File: src/rtl/enigma_pkg.sv
// Shared constants and FSM state encoding for the Enigma keystroke controller.
package enigma_pkg;
  localparam int LETTERS = 26;
  localparam int IDX_W = 5;
  localparam logic [IDX_W-1:0] INVALID_IDX = 5'd31;

  typedef enum logic [2:0] {
    IDLE,
    STEP_HI,
    STEP_LO,
    DRIVE,
    SAMPLE,
    PRESENT
  } keyer_state_t;
endpackage

File: src/rtl/onehot_to_index.sv
// Decodes the letter returned by the rotor stack into an index and flags whether
// exactly one line was set.
module onehot_to_index
  import enigma_pkg::*;
(
  input  logic [LETTERS-1:0] vec,
  output logic [IDX_W-1:0]   index,
  output logic               exactly_one
);

  logic [IDX_W-1:0] ones;

  always_comb begin
    ones  = '0;
    index = '0;
    for (int i = 0; i < LETTERS; i++) begin
      if (vec[i]) begin
        ones  = ones + IDX_W'(1);
        index = IDX_W'(i);
      end
    end
    exactly_one = (ones == IDX_W'(1));
  end

endmodule

File: src/rtl/enigma_keyer.sv
// Keystroke controller: steps the rotors (with double-step), drives the letter through
// the stack and presents the decoded lamp. Optional KEYER_CHAR_COUNT_EN adds char_count.
//
// state   | meaning
// IDLE    | waiting for a key, key_ready high
// STEP_HI | rotate pulses high for PULSE_WIDTH cycles
// STEP_LO | all rotate pulses low for one cycle
// DRIVE   | one-hot letter on rotor_in for SETTLE_CYCLES cycles
// SAMPLE  | rotor_out decoded into the lamp registers
// PRESENT | lamp_valid high until lamp_ready
module enigma_keyer
  import enigma_pkg::*;
#(
  parameter int PULSE_WIDTH   = 1,
  parameter int SETTLE_CYCLES = 2
) (
  input  logic               clk,
  input  logic               reset,
  input  logic               key_valid,
  output logic               key_ready,
  input  logic [IDX_W-1:0]   key_index,
  input  logic               notch_r,
  input  logic               notch_m,
  output logic               rotate_r,
  output logic               rotate_m,
  output logic               rotate_l,
  output logic [LETTERS-1:0] rotor_in,
  input  logic [LETTERS-1:0] rotor_out,
  output logic               lamp_valid,
  input  logic               lamp_ready,
  output logic [IDX_W-1:0]   lamp_index,
  output logic               lamp_error
`ifdef KEYER_CHAR_COUNT_EN
  ,
  output logic [15:0]        char_count
`endif
);

  keyer_state_t     state, state_nxt;
  logic [15:0]      tmr;
  logic [IDX_W-1:0] key;
  logic             n_r, n_m;
  logic [IDX_W-1:0] dec_index;
  logic             dec_one;
  logic             key_bad;
  logic             tmr_tc;

  assign key_bad = (key_index >= IDX_W'(LETTERS));
  assign tmr_tc  = (tmr == 16'd0);

  onehot_to_index u_dec (
    .vec        (rotor_out),
    .index      (dec_index),
    .exactly_one(dec_one)
  );

  always_ff @(posedge clk or posedge reset) begin
    if (reset) state <= IDLE;
    else       state <= state_nxt;
  end

  // Outputs are decoded from state so a reset kills pulses and drive immediately.
  always_comb begin
    state_nxt  = state;
    key_ready  = 1'b0;
    rotate_r   = 1'b0;
    rotate_m   = 1'b0;
    rotate_l   = 1'b0;
    rotor_in   = '0;
    lamp_valid = 1'b0;
    case (state)
      IDLE: begin
        key_ready = 1'b1;
        if (key_valid) state_nxt = key_bad ? PRESENT : STEP_HI;
      end
      STEP_HI: begin
        rotate_r = 1'b1;
        rotate_m = n_r | n_m;
        rotate_l = n_m;
        if (tmr_tc) state_nxt = STEP_LO;
      end
      STEP_LO: state_nxt = DRIVE;
      DRIVE: begin
        rotor_in = LETTERS'(1) << key;
        if (tmr_tc) state_nxt = SAMPLE;
      end
      SAMPLE: begin
        rotor_in  = LETTERS'(1) << key;
        state_nxt = PRESENT;
      end
      PRESENT: begin
        lamp_valid = 1'b1;
        if (lamp_ready) state_nxt = IDLE;
      end
      default: state_nxt = IDLE;
    endcase
  end

  always_ff @(posedge clk or posedge reset) begin
    if (reset) begin
      tmr        <= '0;
      key        <= '0;
      n_r        <= 1'b0;
      n_m        <= 1'b0;
      lamp_index <= '0;
      lamp_error <= 1'b0;
    end else begin
      case (state)
        IDLE: begin
          if (key_valid) begin
            key <= key_index;
            n_r <= notch_r;
            n_m <= notch_m;
            tmr <= 16'(PULSE_WIDTH - 1);
            if (key_bad) begin
              lamp_index <= INVALID_IDX;
              lamp_error <= 1'b1;
            end
          end
        end
        STEP_HI: if (!tmr_tc) tmr <= tmr - 16'd1;
        STEP_LO: tmr <= 16'(SETTLE_CYCLES - 1);
        DRIVE:   if (!tmr_tc) tmr <= tmr - 16'd1;
        SAMPLE: begin
          lamp_index <= dec_one ? dec_index : INVALID_IDX;
          lamp_error <= !dec_one;
        end
        default: ;
      endcase
    end
  end

`ifdef KEYER_CHAR_COUNT_EN
  always_ff @(posedge clk or posedge reset) begin
    if (reset)                              char_count <= '0;
    else if (state == PRESENT && lamp_ready) char_count <= char_count + 16'd1;
  end
`endif

endmodule

File: config.mk
export PLATFORM = sky130hd
export DESIGN_NAME = enigma_keyer
export DESIGN_NICKNAME = d
export VERILOG_FILES = /design/src/rtl/enigma_pkg.sv /design/src/rtl/onehot_to_index.sv /design/src/rtl/enigma_keyer.sv
export SDC_FILE = /design/constraint.sdc
export NUM_CORES = 1
export LEC_CHECK = 0
export BUFFER_PORTS_ARGS = -buffer_cell sky130_fd_sc_hd__buf_2
export CELL_PAD_IN_SITES_DETAIL_PLACEMENT = 1
export CELL_PAD_IN_SITES_GLOBAL_PLACEMENT = 2
export CORE_UTILIZATION = 32
export CTS_CLUSTER_DIAMETER = 30
export DETAILED_ROUTE_END_ITERATION = 8
export GPL_ROUTABILITY_DRIVEN = 1
export HOLD_SLACK_MARGIN = 0.05
export PLACE_DENSITY_LB_ADDON = 0.1
export SYNTH_ARGS = -nofsm -noshare
export SYNTH_HDL_FRONTEND = slang
export SYNTH_SLANG_ARGS = --single-unit
export TNS_END_PERCENT = 100
File: constraint.sdc
create_clock -name clk -period 2.5 [get_ports clk]
set_clock_uncertainty 0.15 [all_clocks]
set_input_delay 0.125 -clock clk [delete_from_list [all_inputs] [get_ports clk]]
set_output_delay 0.125 -clock clk [all_outputs]
set_load 0.005 [all_outputs]
# --- After elaboration in Yosys (flattened, before gate mapping) ---
# Cells that the tools add are included.
totals:
  ff_bits: 32
  input_bits: 37
  out_inout_bits: 37
  wordCells: 132
classes:
  add_sub_neg: 26
  order_cmp: 1
  eq_ne: 12
  n_shift: 1
  n_mux: 73
  bitwise: 1
  n_reduce_logical: 11
ops:
  columns: ["op", "n"]
  rows:
  - ["$mux W5", 38]
  - ["$add A5 B1 Y5 const B", 24]
  - ["$pmux W16 S3", 1]
  - ["$mux W16", 2]
  - ["$mux W4", 8]
  - ["$mux W3", 9]
  - ["$mux W26", 1]
  - ["$shl A1 B5 Y26 const A", 1]
  - ["$pmux W3 S6", 1]
  - ["$logic_not A16 Y1", 1]
  - ["$sub A16 B1 Y16 const B", 1]
  - ["$ne A2 B2 Y1 const B", 6]
  - ["$pmux W5 S2", 1]
  - ["$mux W1", 9]
  - ["$eq A3 B2 Y1 const B", 2]
  - ["$eq A3 B3 Y1 const B", 2]
  - ["$reduce_and A3 Y1", 2]
  - ["$eq A5 B1 Y1 const B", 1]
  - ["$ge A5 B5 Y1 const B", 1]
  - ["$mux W2", 2]
  - ["$reduce_and A4 Y1", 1]
  - ["$reduce_or A2 Y1", 2]
  - ["$eq A3 B1 Y1 const B", 1]
  - ["$logic_not A3 Y1", 1]
  - ["7 further kinds", 7]

# --- Depth between registers and ports, before layout ---
# Gate-level depths: netlist (run 1).
logic_depth:
  word_depth: 54
  mapped_depth: 77

# --- By module ---
# Synthesis (run 1) repeated with hierarchy kept, for this count alone.
hier_totals:
  hier_cells: 638
  hier_area_um2: 5004.8
by_module_without_submodules:
  columns: ["module", "instances", "cells_each", "area_each_um2", "seq_area_each_um2"]
  rows:
  - ["onehot_to_index", 1, 415, 3056.7, 0.0]
  - ["enigma_keyer", 1, 223, 1948.1, 800.8]

# --- Least setup slack after synthesis (run 1) ---
# Ideal clock, no wire load.
synth_path:
  kind: "input-to-reg"
  startpoint: "in rotor_out[0]"
  endpoint: "reg lamp_index[3]"
  setup_ns: 0.126
  arrival_ns: 14.425
  required_ns: 2.224
  slack_ns: -12.202
  path_stages: 76
  path_buffers: 0
  path_cell_list: "inv_1 > ha_1 > xor2_1 > ha_1 > nand2_1 > o31ai_1 > ha_1 > mux2_2 > ha_1 > nand2_1 > o41ai_4 > or2_2 > ha_1 > nand2b_1 > o21a_1 > ha_1 > mux2i_1 > nor2_1 > [... 40 more ...] > ha_1 > a21oi_1 > o31ai_1 > ha_1 > mux2i_1 > inv_1 > ha_1 > nand2_1 > nand2_1 > ha_1 > mux2_2 > ha_1 > nand2b_1 > nand2_1 > o21ai_0 > a211oi_1 > nand3_2 > o32a_1"
synth_between:
  elab_chain_len: 54
synth_lines:
  columns: ["element", "line", "rtl"]
  rows:
  - ["from (decl)", "enigma_keyer.sv:28", "input logic [LETTERS-1:0] rotor_out,"]
  - ["$mux W1 *", "onehot_to_index.sv:17", "if (vec[i]) begin"]
  - ["$add A1 B1 Y2", "onehot_to_index.sv:18", "ones = ones + IDX_W'(1);"]
  - ["$mux W5 *", "onehot_to_index.sv:17", null]
  - ["$add A5 B1 Y5", "onehot_to_index.sv:18", null]
  - ["$mux W5 *", "onehot_to_index.sv:17", null]
  - ["$add A5 B1 Y5", "onehot_to_index.sv:18", null]
  - ["$mux W5 *", "onehot_to_index.sv:17", null]
  - ["$add A5 B1 Y5", "onehot_to_index.sv:18", null]
  - ["[... 38 more ...]", null, null]
  - ["$mux W5 *", "onehot_to_index.sv:17", null]
  - ["$add A5 B1 Y5", "onehot_to_index.sv:18", null]
  - ["$mux W5 *", "onehot_to_index.sv:17", null]
  - ["$add A5 B1 Y5", "onehot_to_index.sv:18", null]
  - ["$mux W5 *", "onehot_to_index.sv:17", null]
  - ["$eq A5 B1 Y1 *", "onehot_to_index.sv:22", "exactly_one = (ones == IDX_W'(1));"]
  - ["$mux W5 *", "enigma_keyer.sv:125", "lamp_index <= dec_one ? dec_index : INVALID_IDX;"]
  - ["$pmux W5 S2 *", "enigma_keyer.sv:108", "case (state)"]
  - ["to (signal assigned)", "enigma_keyer.sv:125", null]
  - ["to (decl)", "enigma_keyer.sv:31", "output logic [IDX_W-1:0] lamp_index,"]
# Every way passes the cells marked *; elsewhere a longest branch is shown, timed or not.
# A chain may end at the register's enable or synchronous reset.

# --- Worst setup path in the final report (run 1) ---
layout_path:
  startpoint: "in rotor_out[0]"
  endpoint: "reg lamp_index[0]"
# Same word-level chain as after synthesis.

==> results.md, run 1 <==
- Outcome: finished, violations left
- Failing checks: setup timing
- Clk sinks: 32
- Antenna diodes: 0
- Largest cells by area after synthesis: dfrtp_1, ha_1, xnor2_1, nor2_1, nand2_1
- Hold Vio Cnt, Final: 0
- Critical path endpoint category: register
- Cell accounting for the most synthesized area: dfrtp_1
- Commonest non-fill, non-tap cell in the layout: buf_4
- Vias per cell: 4.94
- Max Cap Viol: 0
- Die Area: 16,400 µm²
- Post-DP HPWL: 13.7 mm
- Tcrit/Tclk final: 5.27
- Worst setup margin: -10,670 ps
- Commonest non-fill, non-tap cells in the layout: buf_4, buf_2, nor2_1
- Reg-to-Reg End: tmr[11]
- Post-synth EDFFs: 0
- Type of the most critical hold path: in2reg
- Main synth FF type: dfrtp_1
- Final Max Tran Viols: 0
- Synth top area share: 0.158
- Routed Antenna Nets: 0
- Routed wire per std cell: 15.5 µm
- Total core area: 15,300 µm²
- Latest clock arrival within the worst-skew pair: 270 ps
- GRT Overall Usage: 0.214
- Max Freq: 0.0760 GHz
- Fin nets: 976
- Syn Std Cell Area: 5070 µm²
- Most frequent CP cell: ha_4
- Worst r2r path cells: 12
- P&R area growth vs syn: 63.3%
- Avg Inst Size Synth: 8.32 µm²
- Crit Path Class: in2reg
- CTS tree: built
- CP Launch Point: rotor_out[0]
- Fin Hold WS: 105 ps
- Detailed-router iteration count before antenna repair: 4
- CP max stage cell: xor3_4
- Crit path DAT: 13,170 ps
- Die Y: 128 µm
- Initial Utilization: 0.331
- First-pass GRT wire length: 28.5 mm
- Clock Root Buffer: clkbuf_16
- Num CTS Buffers: 5
- CP max FO: 6
- # DRC: 0
- Worst R2R Setup Slack: -60 ps
- Share of synthesized registers carrying an async set or reset: 1.00
- Worst slew margin: 0.575
- Chip width: 128 µm
- Routed wire length: 17.4 mm
- Yosys warns: 0
- Largest net degree at the start of global routing: 33
- Crit path to: lamp_index[0]
- Antenna violations before repair: 0
- Longest Clk Path Bufs: 2
- Number of global-route vias before repair: 5,990
- Worst stage delay on the critical path: 530 ps
- Syn Nets: 674
- Rows: 45
- RSZ-0062 raised after global routing: yes
- Fin util: 0.541
- Worst EP required: 2510 ps
- Sequential element share of the synthesized area: 0.158
- Minimum clock period: 13,170 ps
- Mapped Cells: 610
- Post-synth cell types: 84
- IO Pins: 74
- 1st-iter DRT viols: 94
- H-Tree Level Count: 2
- Layout cell share with drive strength beyond 1: 0.517
- Synth Register Bits: 32
- GRT overflow: 0
- Slew @ Worst Pin: 631 ps
- Clock slew seen by the registers of the worst setup and hold paths: 50 ps
- Placer congestion estimate: 0.844
- Final setup violation count: 11
- Vias: 5,547
- CP Launch Type: primary input
- PortBufs: 73
- Critical R2R Launch: tmr[9]
state kept, by name (all words and copies together), names as in the netlist:
register    count
key             5
lamp_error      1
lamp_index      5
n_m             1
n_r             1
state           3
tmr            16
Yosys cell counts (9+ instances only):
cell type,count
a21oi_1,30
clkbuf_1,21
dfrtp_1,32
ha_1,27
inv_1,29
mux2_2,12
mux2i_1,14
nand2_1,62
nand2b_1,11
nand3_1,15
nor2_1,74
nor3_1,25
o21ai_0,14
xnor2_1,38
xnor3_1,9
xor2_1,23
routing by layer:
metal | vias to the layer above | GRT usage | routed length [µm]
li1 | 2764 | - | -
met1 | 2699 | 0.245 | 7470
met2 | 74 | 0.432 | 9430
met3 | 10 | 0.0221 | 452
met4 | 0 | 0.0228 | 91
met5 | - | 0 | 0
worst max-delay path: cells and delay by family:
family          cells  cell delay [ps]
mux                 7             1620
buf+inv             9              700
simple gates       15             1610
xor+xnor            1              530
compound gates     20             3270
fa+ha+maj          21             5300
layout make-up:
cell class / instances / area, µm²
multi-input cells: 516 / 4620
repair buffers: 326 / 2320
fillers: 1830 / 7030
inverters: 31 / 129
well taps: 211 / 264
clock inverters: 2 / 10.0
flip-flops and latches: 32 / 805
clock buffers: 6 / 139
repair_timing:
item | in CTS | in global routing
hold endpoints to repair | 40 | 0
buffers inserted | 37 | 14
endpoints found under the setup margin | 12 | 29
hold buffers | 9 | 0
pin swaps | 49 | 38
gates resized for setup | 32 | 40
how the worst min path moves through the flow:
stage	startpoint	to	slack [ps]	depth (start not counted)
after global routing	rotor_out[25]	lamp_index[0]	120	2
after CTS	rotor_out[25]	lamp_index[0]	100	2
after floorplan	reset	key[0]	90	1
final	rotor_out[25]	lamp_index[0]	100	2
after global placement	reset	tmr[11]	70	3
after detailed placement	reset	tmr[10]	100	3
metrics by stage:
stage                     setup TNS, ps  area, µm²  setup slack [ps]  cells
final                            -63870       8290            -10670   1124
after global routing             -67180       8290            -11110   1124
after CTS                        -64250       8030            -10760   1115
after detailed placement         -69970       7370            -11700   1061
after global placement           -66860       7370            -11190   1061
after floorplan                  -67000       5430            -11240    610
logic make-up after synthesis:
logic type | synth area share
buffers and inverters | 0.0572
XOR/XNOR | 0.238
adder cells (fa/ha/maj) | 0.0705
AO/OA/AOI/OAI | 0.186
multiplexers | 0.0542
AND/OR/NAND/NOR | 0.236
flip-flops | 0.158
Power of run 1 is left out: the tool's default activity adds up to more than one toggle a clock period on the data nets, which glitch-free logic cannot reach.
==> run 2: changes to the inputs <==
--- a/config.mk
+++ b/config.mk
@@ -7,8 +7,8 @@
 export LEC_CHECK = 0
 export BUFFER_PORTS_ARGS = -buffer_cell sky130_fd_sc_hd__buf_2
 export CELL_PAD_IN_SITES_DETAIL_PLACEMENT = 1
-export CELL_PAD_IN_SITES_GLOBAL_PLACEMENT = 2
-export CORE_UTILIZATION = 32
+export CELL_PAD_IN_SITES_GLOBAL_PLACEMENT = 1
+export CORE_UTILIZATION = 40
 export CTS_CLUSTER_DIAMETER = 30
 export DETAILED_ROUTE_END_ITERATION = 8
 export GPL_ROUTABILITY_DRIVEN = 1
==> results.md, run 2 (same netlist as run 1, synthesis figures left out) <==
- Outcome: finished, violations left
- Failing checks: setup timing
- Final Max Tran Viols: 0 (unchanged)
- CP Launch Type: primary input
- Hold depth: 2 (unchanged)
- First-pass GRT wire length: 33.4 mm (+17%)
- Final setup violation count: 35 (+24)
- Longest Clk Path Bufs: 2 (unchanged)
- IO Pins: 74 (unchanged)
- Max Freq: 0.0713 GHz (-6.1%)
- Tcrit/Tclk final: 5.61 (+0.341)
- Vias per cell: 6.09 (+23%)
- Hold EP: lamp_index[0]
- Crit Path Class: in2reg
- Layout cell share with drive strength beyond 1: 0.533 (+0.0164)
- Max Cap Viol: 0 (unchanged)
- CP max stage cell: o32a_1
- Clock Root Buffer: clkbuf_16
- Num CTS Buffers: 5 (unchanged)
- Critical R2R Launch: tmr[9]
- H-Tree Level Count: 2 (unchanged)
- PortBufs: 73 (unchanged)
- Antenna violations before repair: 3 (+3)
- Multi-input gate area in the final layout: 4710 µm² (+1.9%)
- Fin nets: 978 (+0.20%)
- Initial Utilization: 0.416 (+0.0842)
- Fin util: 0.684 (+0.143)
- CTS tree: built
- Worst R2R Setup Slack: -340 ps (-280 ps)
- Type of the most critical hold path: in2reg
- Routed wire per std cell: 26.0 µm (+67%)
- Slew @ Worst Pin: 717 ps (+85.9 ps)
- Biggest register: tmr
- Largest net degree at the start of global routing: 33 (unchanged)
- Number of global-route vias before repair: 6,572 (+9.7%)
- Vias: 6,610 (+19%)
- Routed Antenna Nets: 0 (unchanged)
- P&R area growth vs syn: 64.7%
- Post-DP HPWL: 13.7 mm (about the same)
- Die Area: 13,100 µm² (-20%)
- Critical path endpoint category: register
- Commonest non-fill, non-tap cell in the layout: buf_4
- Fill count: 1,415 (-23%)
- Worst slew margin: 0.518 (-0.0578)
- GRT Overall Usage: 0.321 (+0.107)
- Reg-to-Reg End: tmr[13]
- Commonest non-fill, non-tap cells in the layout: buf_4, buf_2, nor2_1
- Detailed-router iteration count before antenna repair: 5 (+1)
- Latest clock arrival within the worst-skew pair: 290 ps (+20 ps)
- Minimum clock period: 14,020 ps (+853 ps)
- # DRC: 0 (unchanged)
- Die Y: 115 µm (-10%)
- Clock slew seen by the registers of the worst setup and hold paths: 60 ps (about the same)
- 1st-iter DRT viols: 565 (+500%)
- RSZ-0062 raised after global routing: yes
- Routed wire length: 28.2 mm (+62%)
- Clk sinks: 32 (unchanged)
- Max reg flops: 16 (unchanged)
- Total core area: 12,200 µm² (-20%)
- CP max FO: 6 (unchanged)
- Worst stage delay on the critical path: 380 ps (-150 ps)
- Crit path DAT: 14,040 ps (+870 ps)
- GRT overflow: 0 (unchanged)
- Biggest regs: tmr (16), key (5), lamp_index (5)
- Sequential cell area: 806 µm² (+0.16%)
- Hold Vio Cnt, Final: 0 (unchanged)
- Hold_sp: rotor_out[25]
- Most frequent CP cell: ha_4
- Worst EP required: 2520 ps (about the same)
- Chip width: 115 µm (-10%)
- Worst setup margin: -11,520 ps (-853 ps)
- Worst r2r path cells: 12 (unchanged)
- Rows: 40 (-11%)
- Placer congestion estimate: 0.846 (+0.24%)
## run 2: routing by layer
layer,share of wire,global-route usage,up-vias
met1,0.35,0.357,3234
met2,0.51,0.625,422
met4,0.066,0.106,0
met5,0,0,-
met3,0.074,0.0392,163
li1,-,-,2791
## run 2: stage by stage
step	setup WS (ps)	std cells	hold WS, ps	setup TNS (ps)	area [µm²]
after CTS	-10870	1064	91.9	-65420	7950
after floorplan	-11240	610	91.2	-67000	5430
after global placement	-11120	1011	67.8	-66380	7270
after detailed placement	-11640	1011	90.7	-69650	7270
after global routing	-11860	1083	150	-76420	8350
final	-11520	1086	148	-72740	8360
## run 2: timing repair
item,4_1_cts,5_1_grt
endpoints found under the hold margin,40,0
resized for setup,35,62
pin swaps,53,65
hold buffers,9,0
buffers inserted,37,23
setup endpoints to repair,16,46
## run 2: worst max-delay path by stage
stage | endpoint | cells after the start | slack (ps) | start
5_1_grt | lamp_index[0] | 77 | -11860 | rotor_out[0]
3_3_place_gp | lamp_index[0] | 77 | -11120 | rotor_out[0]
4_1_cts | lamp_index[3] | 77 | -10870 | rotor_out[1]
3_5_place_dp | lamp_index[0] | 77 | -11640 | rotor_out[0]
6_report | lamp_index[0] | 77 | -11520 | rotor_out[0]
2_1_floorplan | lamp_index[0] | 76 | -11240 | rotor_out[0]
## run 2: worst max-delay path: cells and delay by family
kind / cells / cell delay (ps)
and+or+nand+nor: 18 / 2020
adders and majority gates: 23 / 6090
muxes: 7 / 1710
buffers and inverters: 8 / 570
xor gates and xnor gates: 1 / 190
AOI/OAI and AO/OA: 20 / 3340
## run 2: final cells by class
class	instances	area share
tap	168	0.0251
inverter	31	0.0154
multi-input combinational	516	0.563
clock inverter	2	0.00419
antenna	3	0.000898
clock buffer	6	0.0154
sequential	32	0.0964
timing repair buffer	328	0.279
Power of run 2 is left out for the same reason.
